<file path="config.mk">
export PLATFORM = sky130hd
export DESIGN_NAME = multicycle_controller
export DESIGN_NICKNAME = d
export VERILOG_FILES = /design/src/rtl/mips_ctrl_pkg.sv /design/src/rtl/alu_decoder.sv /design/src/rtl/multicycle_controller.sv
export SDC_FILE = /design/constraint.sdc
export NUM_CORES = 1
export LEC_CHECK = 0
export CORE_MARGIN = 1.5
export CORE_UTILIZATION = 42
export CTS_BUF_LIST = sky130_fd_sc_hd__clkbuf_16
export CTS_CLUSTER_SIZE = 25
export DETAILED_ROUTE_END_ITERATION = 8
export PLACE_DENSITY = 0.92
export SETUP_SLACK_MARGIN = 0.4
export SYNTH_ARGS = -nofsm -noshare
export SYNTH_HDL_FRONTEND = slang
export SYNTH_SLANG_ARGS = --single-unit
</file>
<file path="constraint.sdc">
create_clock -name clk -period 3.4 [get_ports clk]
set_input_delay 0.51 -clock clk [delete_from_list [all_inputs] [get_ports clk]]
set_output_delay 0.51 -clock clk [all_outputs]
set_load 0.02 [all_outputs]
</file>
<file path="src/rtl/mips_ctrl_pkg.sv">
// Shared constants for the multicycle MIPS controller: FSM states, opcode/funct
// encodings, aluOp codes and the ALU operation codes.
package mips_ctrl_pkg;

    typedef enum logic [3:0] {
        S_FETCH   = 4'd0,
        S_DECODE  = 4'd1,
        S_MEMADR  = 4'd2,
        S_MEMRD   = 4'd3,
        S_MEMWB   = 4'd4,
        S_MEMWR   = 4'd5,
        S_RTYPEEX = 4'd6,
        S_RTYPEWB = 4'd7,
        S_BEQEX   = 4'd8,
        S_ADDIEX  = 4'd9,
        S_ADDIWB  = 4'd10,
        S_JEX     = 4'd11
    } state_t;

    localparam logic [5:0] OP_RTYPE = 6'b000000;
    localparam logic [5:0] OP_LW    = 6'b100011;
    localparam logic [5:0] OP_SW    = 6'b101011;
    localparam logic [5:0] OP_BEQ   = 6'b000100;
    localparam logic [5:0] OP_ADDI  = 6'b001000;
    localparam logic [5:0] OP_J     = 6'b000010;

    localparam logic [5:0] F_ADD = 6'b100000;
    localparam logic [5:0] F_SUB = 6'b100010;
    localparam logic [5:0] F_AND = 6'b100100;
    localparam logic [5:0] F_OR  = 6'b100101;
    localparam logic [5:0] F_SLT = 6'b101010;

    localparam logic [1:0] ALUOP_ADD   = 2'b00;
    localparam logic [1:0] ALUOP_SUB   = 2'b01;
    localparam logic [1:0] ALUOP_FUNCT = 2'b10;

    localparam logic [2:0] ALU_AND = 3'b000;
    localparam logic [2:0] ALU_OR  = 3'b001;
    localparam logic [2:0] ALU_ADD = 3'b010;
    localparam logic [2:0] ALU_SUB = 3'b110;
    localparam logic [2:0] ALU_SLT = 3'b111;

    function automatic logic funct_supported(input logic [5:0] f);
        case (f)
            F_ADD, F_SUB, F_AND, F_OR, F_SLT: return 1'b1;
            default:                          return 1'b0;
        endcase
    endfunction

    function automatic logic opcode_supported(input logic [5:0] op);
        case (op)
            OP_RTYPE, OP_LW, OP_SW, OP_BEQ, OP_ADDI, OP_J: return 1'b1;
            default:                                       return 1'b0;
        endcase
    endfunction

endpackage

</file>
<file path="src/rtl/alu_decoder.sv">
// Maps the controller's aluOp (and funct for R-type) onto the datapath ALU code.
module alu_decoder
    import mips_ctrl_pkg::*;
(
    input  logic [1:0] aluOp,
    input  logic [5:0] funct,
    output logic [2:0] aluControl
);

    always_comb begin
        aluControl = ALU_ADD;
        case (aluOp)
            ALUOP_ADD: aluControl = ALU_ADD;
            ALUOP_SUB: aluControl = ALU_SUB;
            ALUOP_FUNCT: begin
                // Unsupported funct falls back to ADD; DECODE flags it as illegal.
                case (funct)
                    F_ADD:   aluControl = ALU_ADD;
                    F_SUB:   aluControl = ALU_SUB;
                    F_AND:   aluControl = ALU_AND;
                    F_OR:    aluControl = ALU_OR;
                    F_SLT:   aluControl = ALU_SLT;
                    default: aluControl = ALU_ADD;
                endcase
            end
            default: aluControl = ALU_ADD;
        endcase
    end

endmodule

</file>
<file path="src/rtl/multicycle_controller.sv">
// Moore sequencing FSM for the multicycle MIPS datapath: drives enables, mux
// selects and the ALU code for each fetch/decode/execute/memory/writeback step.
module multicycle_controller
    import mips_ctrl_pkg::*;
(
    input  logic       clk,
    input  logic       rst,
    input  logic [5:0] opcode,
    input  logic [5:0] funct,
    input  logic       zero,
    output logic       pcEn,
    output logic       iOrD,
    output logic       memWrite,
    output logic       irWrite,
    output logic       memtoReg,
    output logic       regDst,
    output logic       regWrite,
    output logic       aluSrcA,
    output logic [1:0] aluSrcB,
    output logic [1:0] pcSrc,
    output logic [2:0] aluControl,
    output logic       illegal
);

    state_t     state_q, state_d;
    logic       pcWrite;
    logic       branch;
    logic [1:0] aluOp;

    always_ff @(posedge clk) begin
        if (rst) begin
            state_q <= S_FETCH;
        end else begin
            state_q <= state_d;
        end
    end

    always_comb begin
        state_d = S_FETCH;
        case (state_q)
            S_FETCH: state_d = S_DECODE;
            S_DECODE: begin
                case (opcode)
                    OP_LW, OP_SW: state_d = S_MEMADR;
                    OP_RTYPE:     state_d = funct_supported(funct) ? S_RTYPEEX : S_FETCH;
                    OP_BEQ:       state_d = S_BEQEX;
                    OP_ADDI:      state_d = S_ADDIEX;
                    OP_J:         state_d = S_JEX;
                    default:      state_d = S_FETCH;
                endcase
            end
            S_MEMADR:  state_d = (opcode == OP_LW) ? S_MEMRD : S_MEMWR;
            S_MEMRD:   state_d = S_MEMWB;
            S_RTYPEEX: state_d = S_RTYPEWB;
            S_ADDIEX:  state_d = S_ADDIWB;
            default:   state_d = S_FETCH;
        endcase
    end

    always_comb begin
        pcWrite  = 1'b0;
        branch   = 1'b0;
        aluOp    = ALUOP_ADD;
        iOrD     = 1'b0;
        memWrite = 1'b0;
        irWrite  = 1'b0;
        memtoReg = 1'b0;
        regDst   = 1'b0;
        regWrite = 1'b0;
        aluSrcA  = 1'b0;
        aluSrcB  = 2'b00;
        pcSrc    = 2'b00;
        illegal  = 1'b0;
        case (state_q)
            S_FETCH: begin
                irWrite = 1'b1;
                aluSrcB = 2'b01;
                pcWrite = 1'b1;
            end
            S_DECODE: begin
                aluSrcB = 2'b11;
                illegal = !opcode_supported(opcode) ||
                          ((opcode == OP_RTYPE) && !funct_supported(funct));
            end
            S_MEMADR, S_ADDIEX: begin
                aluSrcA = 1'b1;
                aluSrcB = 2'b10;
            end
            S_MEMRD: iOrD = 1'b1;
            S_MEMWB: begin
                memtoReg = 1'b1;
                regWrite = 1'b1;
            end
            S_MEMWR: begin
                iOrD     = 1'b1;
                memWrite = 1'b1;
            end
            S_RTYPEEX: begin
                aluSrcA = 1'b1;
                aluOp   = ALUOP_FUNCT;
            end
            S_RTYPEWB: begin
                regDst   = 1'b1;
                regWrite = 1'b1;
            end
            S_BEQEX: begin
                aluSrcA = 1'b1;
                aluOp   = ALUOP_SUB;
                pcSrc   = 2'b01;
                branch  = 1'b1;
            end
            S_ADDIWB: regWrite = 1'b1;
            S_JEX: begin
                pcSrc   = 2'b10;
                pcWrite = 1'b1;
            end
            default: ;
        endcase

        pcEn = pcWrite | (branch & zero);

        // Reset overrides whatever state is held so no write can leak out mid-op.
        if (rst) begin
            pcEn     = 1'b0;
            iOrD     = 1'b0;
            memWrite = 1'b0;
            irWrite  = 1'b0;
            memtoReg = 1'b0;
            regDst   = 1'b0;
            regWrite = 1'b0;
            aluSrcA  = 1'b0;
            aluSrcB  = 2'b01;
            pcSrc    = 2'b00;
            aluOp    = ALUOP_ADD;
            illegal  = 1'b0;
        end
    end

    alu_decoder u_alu_decoder (
        .aluOp      (aluOp),
        .funct      (funct),
        .aluControl (aluControl)
    );

endmodule

</file>
* Yosys cells after proc, flatten, opt, wreduce, memory -nomap -nowiden
Index checks and enable logic that the tools add are counted.
Word-level totals: memories 0, logic and storage cells 77, register bits 4, latch bits 0, input port bits 15, output and inout bits 16, RAM bits 0, memory bits (read-only) 0
Operators by class: multipliers 0, equality and inequality tests 23, bitwise logic cells 2, mux-type cells 37, reduce and logical (&&, ||, !) cells 14, add/subtract/negate cells 0, shift operators 0, divide/modulo/power cells 0, magnitude comparators 0
Operators with widths (number):
- $eq 6x6->1 const B | 7
- $mux 1 | 25
- $pmux 4 s6 | 1
- $pmux 4 s5 | 1
- $eq 4x3->1 const B | 4
- $eq 4x4->1 const B | 4
- $pmux 3 s4 | 1
- $eq 4x2->1 const B | 2
- $pmux 2 s2 | 2
- $reduce_or 2->1 | 4
- $eq 6x2->1 const B | 1
- $eq 6x3->1 const B | 1
- $eq 6x4->1 const B | 1
- $logic_not 6->1 | 1
- $mux 2 | 3
- $mux 3 | 2
- $pmux 2 s3 | 1
- $pmux 3 s2 | 1
- $reduce_or 6->1 | 1
- $reduce_or 5->1 | 1
- $eq 4x1->1 const B | 1
- $logic_not 4->1 | 1
- $reduce_or 4->1 | 1
- $reduce_or 3->1 | 1
- other kinds (7) | 8

* Logic depth before layout (Yosys ltp)
Gate-level depths: netlist of run 1.
depth in word-level cells 9, depth in mapped cells 8, depth with buffers taken out 7

* Cells and area by module
From an unflattened synthesis of run 1, not the netlist that was laid out.
Unflattened totals: cell total of the unflattened synthesis 87, area, all modules 599.3 µm²
Modules (own cells, without submodules):
- multicycle_controller | seq. area each 80.1 µm², cells an instance 72, instances 1, area an instance 480.5 µm²
- alu_decoder | seq. area each 0.0 µm², cells an instance 15, instances 1, area an instance 118.9 µm²

* Worst setup path after synthesis of run 1
No wires, ideal clock.
path type reg2out, from reg state_q[2], to out aluControl[0], slack 1.143 ns, data required time 2.890 ns, buffers on the path 1, cell stages (with the launch flop) 8, data arrival time 1.747 ns, cells stage by stage dfxtp_1 -> buf_2 -> inv_1 -> nor2_1 -> nand3_1 -> inv_1 -> ha_1 -> nor3b_1
Between the ends: word-level cells in the longest chain between the ends 5, elaborated cells between the ends (all ways) 7, classes of those cells eq/ne (4); mux (3)
Ends and longest elaborated chain:
- start, declared | line multicycle_controller.sv:25 | state_t state_q, state_d;
- start signal, assigned | line multicycle_controller.sv:34 | state_q <= state_d;
- $eq 4x4->1 or $eq 4x3->1 (tied branches) | line multicycle_controller.sv:74 | case (state_q)
- $pmux 2 s2 (*) | line multicycle_controller.sv:74
- $mux 2 (*) | line multicycle_controller.sv:123 | if (rst) begin
- $eq 2x2->1 or $eq 2x1->1 (tied branches) | line alu_decoder.sv:12 | case (aluOp)
- $pmux 3 s2 (*) | line alu_decoder.sv:12
- end, declared | line multicycle_controller.sv:21 | output logic [2:0] aluControl,
Every way passes the cells marked *; elsewhere a longest branch is shown, timed or not.

* Final worst setup path of run 1
from in rst, to out aluControl[1]
Between the ends: word-level cells in the longest chain between the ends 3, elaborated cells between the ends (all ways) 4, classes of those cells eq/ne (2); mux (2)
Ends and longest elaborated chain:
- start, declared | line multicycle_controller.sv:7 | input logic rst,
- $mux 2 (*) | line multicycle_controller.sv:123
- $eq 2x2->1 or $eq 2x1->1 (tied branches) | line alu_decoder.sv:12
- $pmux 3 s2 (*) | line alu_decoder.sv:12
Marked as above.

==> impl_metrics.py, run 1 <==
metrics = {
    "clocking": {
        "clk_pin_slew_worst_paths_ns": 0.03,
        "ctsHoldBuffers": 0,
        "cts_tree": "built",
        "cts_buffer_depth": 2,
        "clk_latency_ns": 0.22,
        "cts_max_level": 1,
        "clock-sinks": 4,
        "cts-root-buf": "clkbuf_16",
        "numCtsBuffers": 3,
        "cts_setup_buffers": 0,
    },
    "timing": {
        "worst_slew_pin_slew_ns": 0.4563,
        "post-route-period-util_pct": 83.08,
        "hold_viol_final": 0,
        "slew_headroom_pct": 69.54,
        "holdWs_ns": 0.5777,
        "finalClockSkew_ns": 0.002204,
        "setup_tns_ns": 0,
        "fmax_mhz": 354.0,
        "rsz0062_at_grt": "no",
        "fin_crit_ns": 2.825,
        "setup_ws_ns": 0.5753,
        "setup_viol": 0,
        "drv_slew": 0,
    },
    "floorplan": {
        "pin_count": 31,
        "die_x_um": 41.21,
        "core_um2": 1334,
        "die_area_um2": 1698,
        "rows": 13,
        "die_h_um": 41.21,
        "start_util_pct": 45.97,
    },
    "placed_design": {
        "placedCellCount": 133,
        "io_buffers": 30,
        "dpl.hpwl_um": 1358,
        "dp_slack_ns": 0.2570,
        "place_congestion": 0.7914,
    },
    "worst_setup_path": {
        "ff2ff_setup_slack_ns": 1.98,
        "arrival_ns": 2.31,
        "reg2reg_from": "state_q[1]",
        "worstRegToRegCells": 4,
        "critPathBufInv": 2,
        "startpoint_type": "input port",
        "worstReg2RegEnd": "state_q[1]",
        "cp-end-kind": "output port",
        "setup.worst_path.class": "input port to output port",
        "worstPathRequired_ns": 2.89,
        "path_cells": "clkdlybuf4s50_1, nor2_2, nand3_1, ha_1, a211o_1, dlygate4sd2_1",
        "critPathTopFamily": "buffers and inverters",
        "cp_max_fo": 8,
        "cp_slowest_cell": "clkdlybuf4s50_1",
        "cpPeakStageDelay_ns": 0.53,
    },
    "global_route": {
        "grt_pass1_wl_um": 2608,
        "grtUsageTotal_pct": 23.03,
        "grt_pass1_vias": 635,
        "grt_max_degree": 14,
        "grt_overflow": 0,
        "grt_antenna_before_repair": 0,
    },
    "synthesis": {
        "async_flop_share_pct": 0,
        "synth.cell_area_um2": 613.1,
        "postSynthCellCount": 92,
        "yosysUniqueCellTypes": 38,
        "syn-num-nets": 109,
        "ys_seq_area_share_pct": 13.06,
        "synth_ff_type": "dfxtp_1",
        "yosys_warnings": 0,
        "synth-edff-count": 0,
        "synth-seq-cells": 4,
        "syn_avg_cell_area_um2": 6.664,
    },
    "drt": {
        "vias": 771,
        "viasPerCell": 5.669,
        "ant_nets": 0,
        "wire_per_inst_um": 12.61,
        "dr.pass1.iters": 4,
        "routed_wl_um": 1715,
        "remaining_drc_errors": 0,
        "drt_iter0_drc": 10,
    },
    "min_path": {
        "hold_path_startpoint": "state_q[2]",
        "min_path_cells": 1,
        "hold-path-endpoint": "state_q[3]",
        "hold_path.class": "flop to flop",
    },
    "power": {
        "power_leakage_nw": 0.3901,
        "vdd_drop_max_mv": 0.4279,
        "power-per-cell-area_nw_per_um2": 292.5,
    },
    "final_layout": {
        "final_core_util_pct": 75.70,
        "area_delta_synth_final_pct": 64.69,
        "antenna_cells": 0,
        "final_nets": 140,
        "stdcell_count": 136,
        "top_register": "state_q",
        "largest_reg_flops": 4,
        "top_regs": "state_q x4",
        "fillers": 103,
        "drive_gt1_share_pct": 9.917,
    },
    "flow_run": {
        "drv_cap": 0,
    },
    "outcome": {
        "status": "completed",
    },
}
-- report_power, final --
group	total [mW]	switching, mW	internal [mW]
registers	0.0530	0.00424	0.0487
logic	0.0633	0.0296	0.0337
clock network	0.179	0.0292	0.150
-- worst max path at each step --
stage,startpoint,endpoint,slack [ns],depth (start not counted)
3_3_place_gp,rst,aluControl[0],0.35,6
2_1_floorplan,state_q[2],aluControl[0],1.14,7
5_1_grt,rst,aluControl[1],0.49,6
6_report,rst,aluControl[1],0.58,6
3_5_place_dp,rst,aluControl[0],0.26,6
4_1_cts,rst,illegal,0.39,6
-- stage by stage --
step	cell area (um^2)	power (mW)
2_1_floorplan	613.1	0.08185
3_3_place_gp	913.4	0.1131
3_5_place_dp	913.4	0.1144
4_1_cts	988.4	0.2967
5_1_grt	1010	0.3149
6_report	1010	0.2954
-- what timing repair did --
action	4_1_cts	5_1_grt
endpoints found under the hold margin	0	0
gates resized for setup	3	5
pin swaps	0	0
setup endpoints to repair	3	2
-- placed cells by master (no fill, tap or decap), drive strengths merged, types with 3 or more instances in the layout --
cell type / netlist / layout
clkdlybuf4s50: 0 / 26
nor2: 11 / 11
nand2: 8 / 8
nand2b: 7 / 7
inv: 6 / 6
nor3: 6 / 6
nand3: 5 / 5
dfxtp: 4 / 4
a21oi: 3 / 3
a211oi: 3 / 3
clkbuf: 0 / 3
-- final cells by class --
cell class	instances	area [um^2]	share of cell area (%)
multi-input cells	78	509.2	50.43
flip-flops and latches	4	81.33	8.055
repair buffers	30	302.8	29.99
inverters	6	22.52	2.230
clock buffers	3	75.07	7.435
well taps	15	18.77	1.859
-- synthesized netlist by cell type, types with 2 or more instances --
cell,n,area (um^2)
a2111oi_2,2,30.03
and3_1,2,12.51
a31oi_1,2,12.51
inv_1,6,22.52
nand2b_1,7,43.79
a21o_1,2,15.01
nor3b_1,2,15.01
nand3_1,5,25.02
nor2_1,11,41.29
nor3_1,6,30.03
a21oi_1,3,15.01
xor2_1,2,17.52
dfxtp_1,4,80.08
nor2b_1,2,12.51
ha_1,2,25.02
nand2_1,8,30.03
buf_2,3,15.01
a211oi_1,3,22.52
-- kinds of logic (layout without fill, tap and decap cells) --
logic type,Yosys count,after routing,share of synthesized area (%)
and+or+nand+nor,50,50,42.25
AOI/OAI and AO/OA,23,23,29.59
buffers and inverters,10,39,6.733
DFF,4,4,13.06
xor gates and xnor gates,3,3,4.286
adders and majority gates,2,2,4.081
-- layer usage --
metal  GRT usage [%]  up-vias  part of all wire (%)
li1                -      400                     -
met1           25.08      343                    44
met2           43.36       26                    49
met3           8.152        2                   5.8
met4           2.419        0                   1.1
met5               0        -                     0
No activity file was read; power rests on OpenSTA's default activity.
==> run 2: changes to the inputs <==
Settings changed: CORE_UTILIZATION 42 to 35, PLACE_DENSITY 0.92 to 0.82.
Clock period 3.4 ns to 2.25 ns, I/O delays scaled along.
==> run 2 against run 1 <==
Net effect:
- clock power increased by 59%
- via count up 20%
- sequential power up 44%
- sequential cell count did not move
==> impl_metrics.py, run 2 (synthesis results as in run 1) <==
metrics = {
    "outcome": {
        "status": "completed",
    },
    "global_route": {
        "grt_pass1_wl_um": 3905,
        "grt_max_degree": 10,
        "grt_pass1_vias": 852,
        "grt_overflow": 0,
        "grt_antenna_before_repair": 0,
        "grtUsageTotal_pct": 26.79,
    },
    "floorplan": {
        "pin_count": 31,
        "die_h_um": 44.86,
        "start_util_pct": 38.89,
        "die_area_um2": 2012,
        "rows": 14,
        "die_x_um": 44.86,
        "core_um2": 1577,
    },
    "placed_design": {
        "io_buffers": 30,
        "dp_slack_ns": -0.4117,
        "dpl_cell_area_um2": 1121,
        "placedCellCount": 160,
        "dpl.hpwl_um": 1733,
        "place_congestion": 0.9040,
    },
    "power": {
        "seq_power_share_pct": 15.5,
        "power_leakage_nw": 0.6033,
        "vdd_drop_max_mv": 0.6338,
        "power_switching_mw": 0.1246,
        "p_comb_share_pct": 26.7,
        "intPower_mw": 0.3681,
        "swShare_pct": 25.29,
        "clkPwrFrac_pct": 57.9,
        "power_mw": 0.4928,
        "power-per-cell-area_nw_per_um2": 377.3,
    },
    "worst_setup_path": {
        "startpoint_type": "flop",
        "setup.worst_path.class": "flop to output port",
        "arrival_ns": 1.55,
        "cp-end-kind": "output port",
        "reg2reg_from": "state_q[0]",
        "cp_max_fo": 4,
        "worstPathRequired_ns": 1.91,
        "setup.worst_path.start": "state_q[2]",
    },
    "timing": {
        "post-route-period-util_pct": 84.02,
        "slew_headroom_pct": 80.32,
        "drv_slew": 0,
        "rsz0062_at_grt": "yes",
        "fin_crit_ns": 1.890,
        "worst_slew_pin_slew_ns": 0.2952,
        "hold_viol_final": 0,
        "setup_ws_ns": 0.3596,
        "fmax_mhz": 529.0,
        "finalClockSkew_ns": 0.003920,
        "setup_viol": 0,
    },
    "clocking": {
        "cts-root-buf": "clkbuf_16",
        "clk_latency_ns": 0.23,
        "clock-sinks": 4,
        "cts_max_level": 1,
        "clk_pin_slew_worst_paths_ns": 0.03,
        "cts_buffer_depth": 2,
        "cts_tree": "built",
        "numCtsBuffers": 3,
    },
    "final_layout": {
        "area_delta_synth_final_pct": 113.1,
        "largest_reg_flops": 4,
        "drive_gt1_share_pct": 48.34,
        "antenna_cells": 0,
        "final_nets": 170,
        "top_register": "state_q",
        "fin_area_um2": 1306,
        "top_regs": "state_q x4",
        "final_core_util_pct": 82.86,
        "final_common_cell": "buf_4",
        "stdcell_count": 167,
        "final_cell_mix": "buf_4, dlygate4sd2_1, nor2_1, nand2_1",
    },
    "drt": {
        "wire_per_inst_um": 15.32,
        "dr.pass1.iters": 4,
        "vias": 924,
        "ant_nets": 0,
        "drt_iter0_drc": 32,
        "remaining_drc_errors": 0,
        "routed_wl_um": 2558,
        "viasPerCell": 5.533,
    },
    "min_path": {
        "hold_path.class": "flop to flop",
        "hold_path_startpoint": "state_q[1]",
    },
    "flow_run": {
        "drv_cap": 0,
    },
}
-- run 2: cell types whose count changed in the layout (fill, tap and decap cells not counted), sizes merged --
cell,before,now
clkdlybuf4s50,26,2
clkdlybuf4s15,0,4
dlymetal6s2s,2,0
buf,0,38
dlygate4sd2,2,13
clkbuf,3,6
-- run 2: worst max-delay path, stage by stage (launching register included) --
cell and delay (ns):
dfxtp_4 0.38, inv_4 0.06, nor2_4 0.11, nand3_2 0.10, inv_2 0.09, ha_4 0.21
a211o_1 0.24, buf_6 0.13
-- run 2: layout make-up --
| cell class | count | area (um^2) |
|---|---|---|
| repair buffers | 60 | 484.2 |
| flip-flops and latches | 4 | 87.58 |
| well taps | 16 | 20.02 |
| fillers | 96 | 270.3 |
| inverters | 6 | 25.02 |
| clock buffers | 3 | 75.07 |
| multi-input cells | 78 | 614.3 |
-- run 2: worst paths after layout --
check	endpoint	slack [ns]	cells past startpoint
setup / recovery	aluControl[1]	0.36	7
hold / removal	state_q[3]	0.57	1
setup reg to reg	state_q[2]	0.94	5
hold reg to reg	state_q[3]	0.57	1
-- run 2: timing repair --
action,in CTS,in global routing
gates resized for setup,89,18
hold buffers,0,0
buffers inserted,3,1
endpoints found under the setup margin,16,12
pin swaps,10,3
-- run 2: power by group through the flow --
stage	Clock, mW	Sequential, mW	Combinational (mW)
global route	0.292	0.0764	0.141
CTS	0.284	0.0758	0.127
floorplan	0	0.0750	0.0490
finish	0.285	0.0762	0.131
detailed placement	0	0.0764	0.122
global placement	0	0.0765	0.117
-- run 2: metrics by stage --
step	hold WS, ns	TNS, ns
finish	0.5672	0
detailed placement	0.6099	-1.894
global route	0.5741	0
global placement	0.6133	-1.489
CTS	0.5515	0
floorplan	0.5195	0
-- run 2: layer usage --
layer,part of all wire [%],global-route usage (%)
met1,40,29.30
met2,52,51.59
met3,5.4,5.200
met4,2.2,7.647
met5,0,0
==> run 3: changes to the inputs <==
Settings changed: CORE_UTILIZATION 35 to 39, PLACE_DENSITY 0.82 to 0.87.
Clock period 2.25 ns to 2 ns, I/O delays scaled along.
==> run 3 against run 2 <==
Net effect:
- the run now fails in 4_1_cts
- synthesized area is the same
- synthesized cell count stayed put
==> impl_metrics.py, run 3 <==
metrics = {
    "clocking": {
        "numCtsBuffers": 3,
        "ctsHoldBuffers": 0,
        "cts-root-buf": "clkbuf_16",
        "ctsResizeCount": 138,
        "cts_buffer_depth": 2,
        "cts_max_level": 1,
        "clock-sinks": 4,
        "cts_setup_buffers": 14,
    },
    "synthesis": {
        "postSynthCellCount": 92,
        "synth.most_common_cell": "nor2_1",
        "syn_avg_cell_area_um2": 6.664,
        "synth-seq-cells": 4,
        "synth_ff_type": "dfxtp_1",
        "syn-num-nets": 109,
        "yosysUniqueCellTypes": 38,
        "ys_top_cells_by_area": "dfxtp_1, nand2b_1, nor2_1",
        "ys_seq_area_share_pct": 13.06,
        "synth.top_cell.area_share_pct": 13.06,
        "synth.cell_area_um2": 613.1,
        "async_flop_share_pct": 0,
        "synthTopCellsByCount": "nor2_1, nand2_1, nand2b_1",
        "synth-edff-count": 0,
        "yosys.area.top_type": "dfxtp_1",
        "yosys_warnings": 0,
    },
    "outcome": {
        "lastStage": "4_1_cts",
        "error_line": "[ERROR DPL-0038] Utilization greater than 100%, impossible to legalize",
        "status": "did not finish",
    },
    "placed_design": {
        "place_congestion": 0.9031,
        "io_buffers": 30,
        "dpl.hpwl_um": 1842,
        "dp_slack_ns": -0.5555,
        "placedCellCount": 163,
    },
    "floorplan": {
        "die_x_um": 42.65,
        "pin_count": 31,
        "die_h_um": 42.65,
        "rows": 14,
        "start_util_pct": 41.18,
    },
}
==> run 3: logic make-up after synthesis <==
| logic type | share of synthesized area, % |
|---|---|
| flip-flops | 13.06 |
| adder cells (fa/ha/maj) | 4.081 |
| XOR/XNOR | 4.286 |
| buffers and inverters | 6.733 |
| AO/OA/AOI/OAI | 29.59 |
| AND/OR/NAND/NOR | 42.25 |
==> run 3: through the flow <==
| stage | TNS, ns | area (um^2) | utilization [%] |
|---|---|---|---|
| floorplan | 0 | 676.9 | - |
| global placement | -2.935 | 1189 | 79.83 |
| detailed placement | -3.507 | 1189 | 79.83 |
==> run 4: changes to the inputs <==
Settings changed: CORE_AREA set to 2 2 63 65, CORE_MARGIN 1.5 to unset, CORE_UTILIZATION 39 to unset, CTS_BUF_LIST sky130_fd_sc_hd__clkbuf_16 to unset, CTS_CLUSTER_SIZE 25 to unset, DIE_AREA set to 0 0 65 67, PLACE_DENSITY 0.87 to unset, PLACE_DENSITY_LB_ADDON set to 0.15, SETUP_SLACK_MARGIN 0.4 to unset.
==> run 4 against run 3 <==
Net effect:
- the run now ends clean
==> impl_metrics.py, run 4 (synthesis results as in run 1) <==
metrics = {
    "global_route": {
        "grtUsageTotal_pct": 11.18,
        "grt_antenna_before_repair": 0,
        "grt_pass1_wl_um": 3939,
        "grt_max_degree": 12,
        "grt_pass1_vias": 902,
        "grt_overflow": 0,
    },
    "worst_setup_path": {
        "crit_top_cell": "buf_4",
        "arrival_ns": 1.62,
        "worstPathRequired_ns": 1.70,
        "cp-end-kind": "output port",
        "reg2reg_from": "state_q[1]",
        "critPathTopFamily": "buffers and inverters",
        "startpoint_type": "flop",
        "path_cells": "buf_4, buf_4, nand2b_1, a211oi_1, dlygate4sd2_1",
        "setup.worst_path.start": "state_q[1]",
        "ff2ff_setup_slack_ns": 0.55,
        "cp_slowest_cell": "dlygate4sd2_1",
        "cpPeakStageDelay_ns": 0.36,
        "critPathBufInv": 3,
        "setup.worst_path.class": "flop to output port",
        "cp_max_fo": 8,
    },
    "timing": {
        "slew_headroom_pct": 80.26,
        "post-route-period-util_pct": 95.98,
        "hold_viol_final": 0,
        "drv_slew": 0,
        "finalClockSkew_ns": 0.00005285,
        "setup_viol": 0,
        "worst_slew_pin_slew_ns": 0.2961,
        "fmax_mhz": 520.9,
        "setup_ws_ns": 0.08032,
        "rsz0062_at_grt": "yes",
        "fin_crit_ns": 1.920,
        "holdWs_ns": 0.6284,
    },
    "min_path": {
        "hold_path_startpoint": "state_q[2]",
        "hold_path.class": "flop to flop",
    },
    "power": {
        "seq_power_share_pct": 21.5,
        "power_leakage_nw": 0.6067,
        "intPower_mw": 0.2923,
        "p_comb_share_pct": 37.2,
        "power_switching_mw": 0.1032,
        "clkPwrFrac_pct": 41.2,
        "power-per-cell-area_nw_per_um2": 299.1,
        "vdd_drop_max_mv": 0.1528,
        "power_mw": 0.3955,
        "swShare_pct": 26.10,
    },
    "floorplan": {
        "core_um2": 3606,
        "start_util_pct": 17.00,
        "die_x_um": 65,
        "die_area_um2": 4355,
        "die_h_um": 67,
        "rows": 22,
        "pin_count": 31,
    },
    "final_layout": {
        "area_delta_synth_final_pct": 115.7,
        "top_regs": "state_q x4",
        "final_nets": 178,
        "top_register": "state_q",
        "final_cell_mix": "buf_4, dlygate4sd2_1, clkdlybuf4s50_1, nor2_1, nand2_1",
        "final_core_util_pct": 36.68,
        "final_common_cell": "buf_4",
        "drive_gt1_share_pct": 40.88,
        "antenna_cells": 0,
        "largest_reg_flops": 4,
    },
    "drt": {
        "dr.pass1.iters": 4,
        "viasPerCell": 4.256,
        "routed_wl_um": 2203,
        "drt_iter0_drc": 16,
        "ant_nets": 0,
        "wire_per_inst_um": 10.64,
        "vias": 881,
        "remaining_drc_errors": 0,
    },
    "clocking": {
        "cts-root-buf": "clkbuf_8",
        "clk_pin_slew_worst_paths_ns": 0.03,
        "numCtsBuffers": 3,
        "cts_tree": "built",
        "cts_buffer_depth": 2,
        "clock-sinks": 4,
        "cts_max_level": 1,
        "clk_latency_ns": 0.21,
    },
    "placed_design": {
        "dp_slack_ns": -0.5266,
        "io_buffers": 30,
        "place_congestion": 0.8155,
        "dpl.hpwl_um": 1856,
    },
    "outcome": {
        "status": "completed",
    },
    "flow_run": {
        "drv_cap": 0,
    },
}
-- run 4: final timing paths --
| path | end | depth (start not counted) |
|---|---|---|
| hold reg to reg | state_q[3] | 2 |
| setup reg to reg | state_q[2] | 7 |
| hold / removal | state_q[3] | 2 |
| setup / recovery | aluSrcB[1] | 5 |
-- run 4: power groups by stage --
stage / clock [mW] / sequential, mW / combinational [mW]
floorplan: 0 / 0.0844 / 0.0549
global placement: 0 / 0.0862 / 0.143
detailed placement: 0 / 0.0860 / 0.143
CTS: 0.166 / 0.0853 / 0.145
global route: 0.175 / 0.0854 / 0.161
finish: 0.163 / 0.0852 / 0.147
-- run 4: cell type report --
cell class | count | area [um^2]
clock buffers | 3 | 41.29
fillers | 393 | 2283
inverters | 6 | 22.52
multi-input cells | 78 | 559.3
flip-flops and latches | 4 | 81.33
well taps | 48 | 60.06
repair buffers | 68 | 558.0
-- run 4: metal layers --
layer / up-vias / routed length [um] / GRT usage (%)
li1: 467 / - / -
met1: 387 / 1046 / 14.82
met2: 27 / 1032 / 19.59
met3: 0 / 124 / 1.520
met4: 0 / 0 / 1.596
met5: - / 0 / 0
-- run 4: worst min-delay path, delay by kind of cell, from the launching register on --
| family | cells | cell delay [ns] |
|---|---|---|
| flops | 1 | 0.35 |
| buf+inv | 1 | 0.17 |
| compound gates | 1 | 0.05 |
-- run 4: per-stage QoR --
step                      std cells   TNS (ns)  area (um^2)
final                           207          0         1323
after CTS                       206          0         1297
after global routing            207  -0.008155         1323
after detailed placement        201     -3.400         1222
after floorplan                  92          0        618.1
after global placement          201     -3.287         1222
-- run 4: timing repair --
action                     in CTS  in global routing
gates resized for setup        41                 10
pin swaps                       6                  1
buffers inserted                2                  1
hold buffers                    0                  0
setup endpoints to repair      16                  6
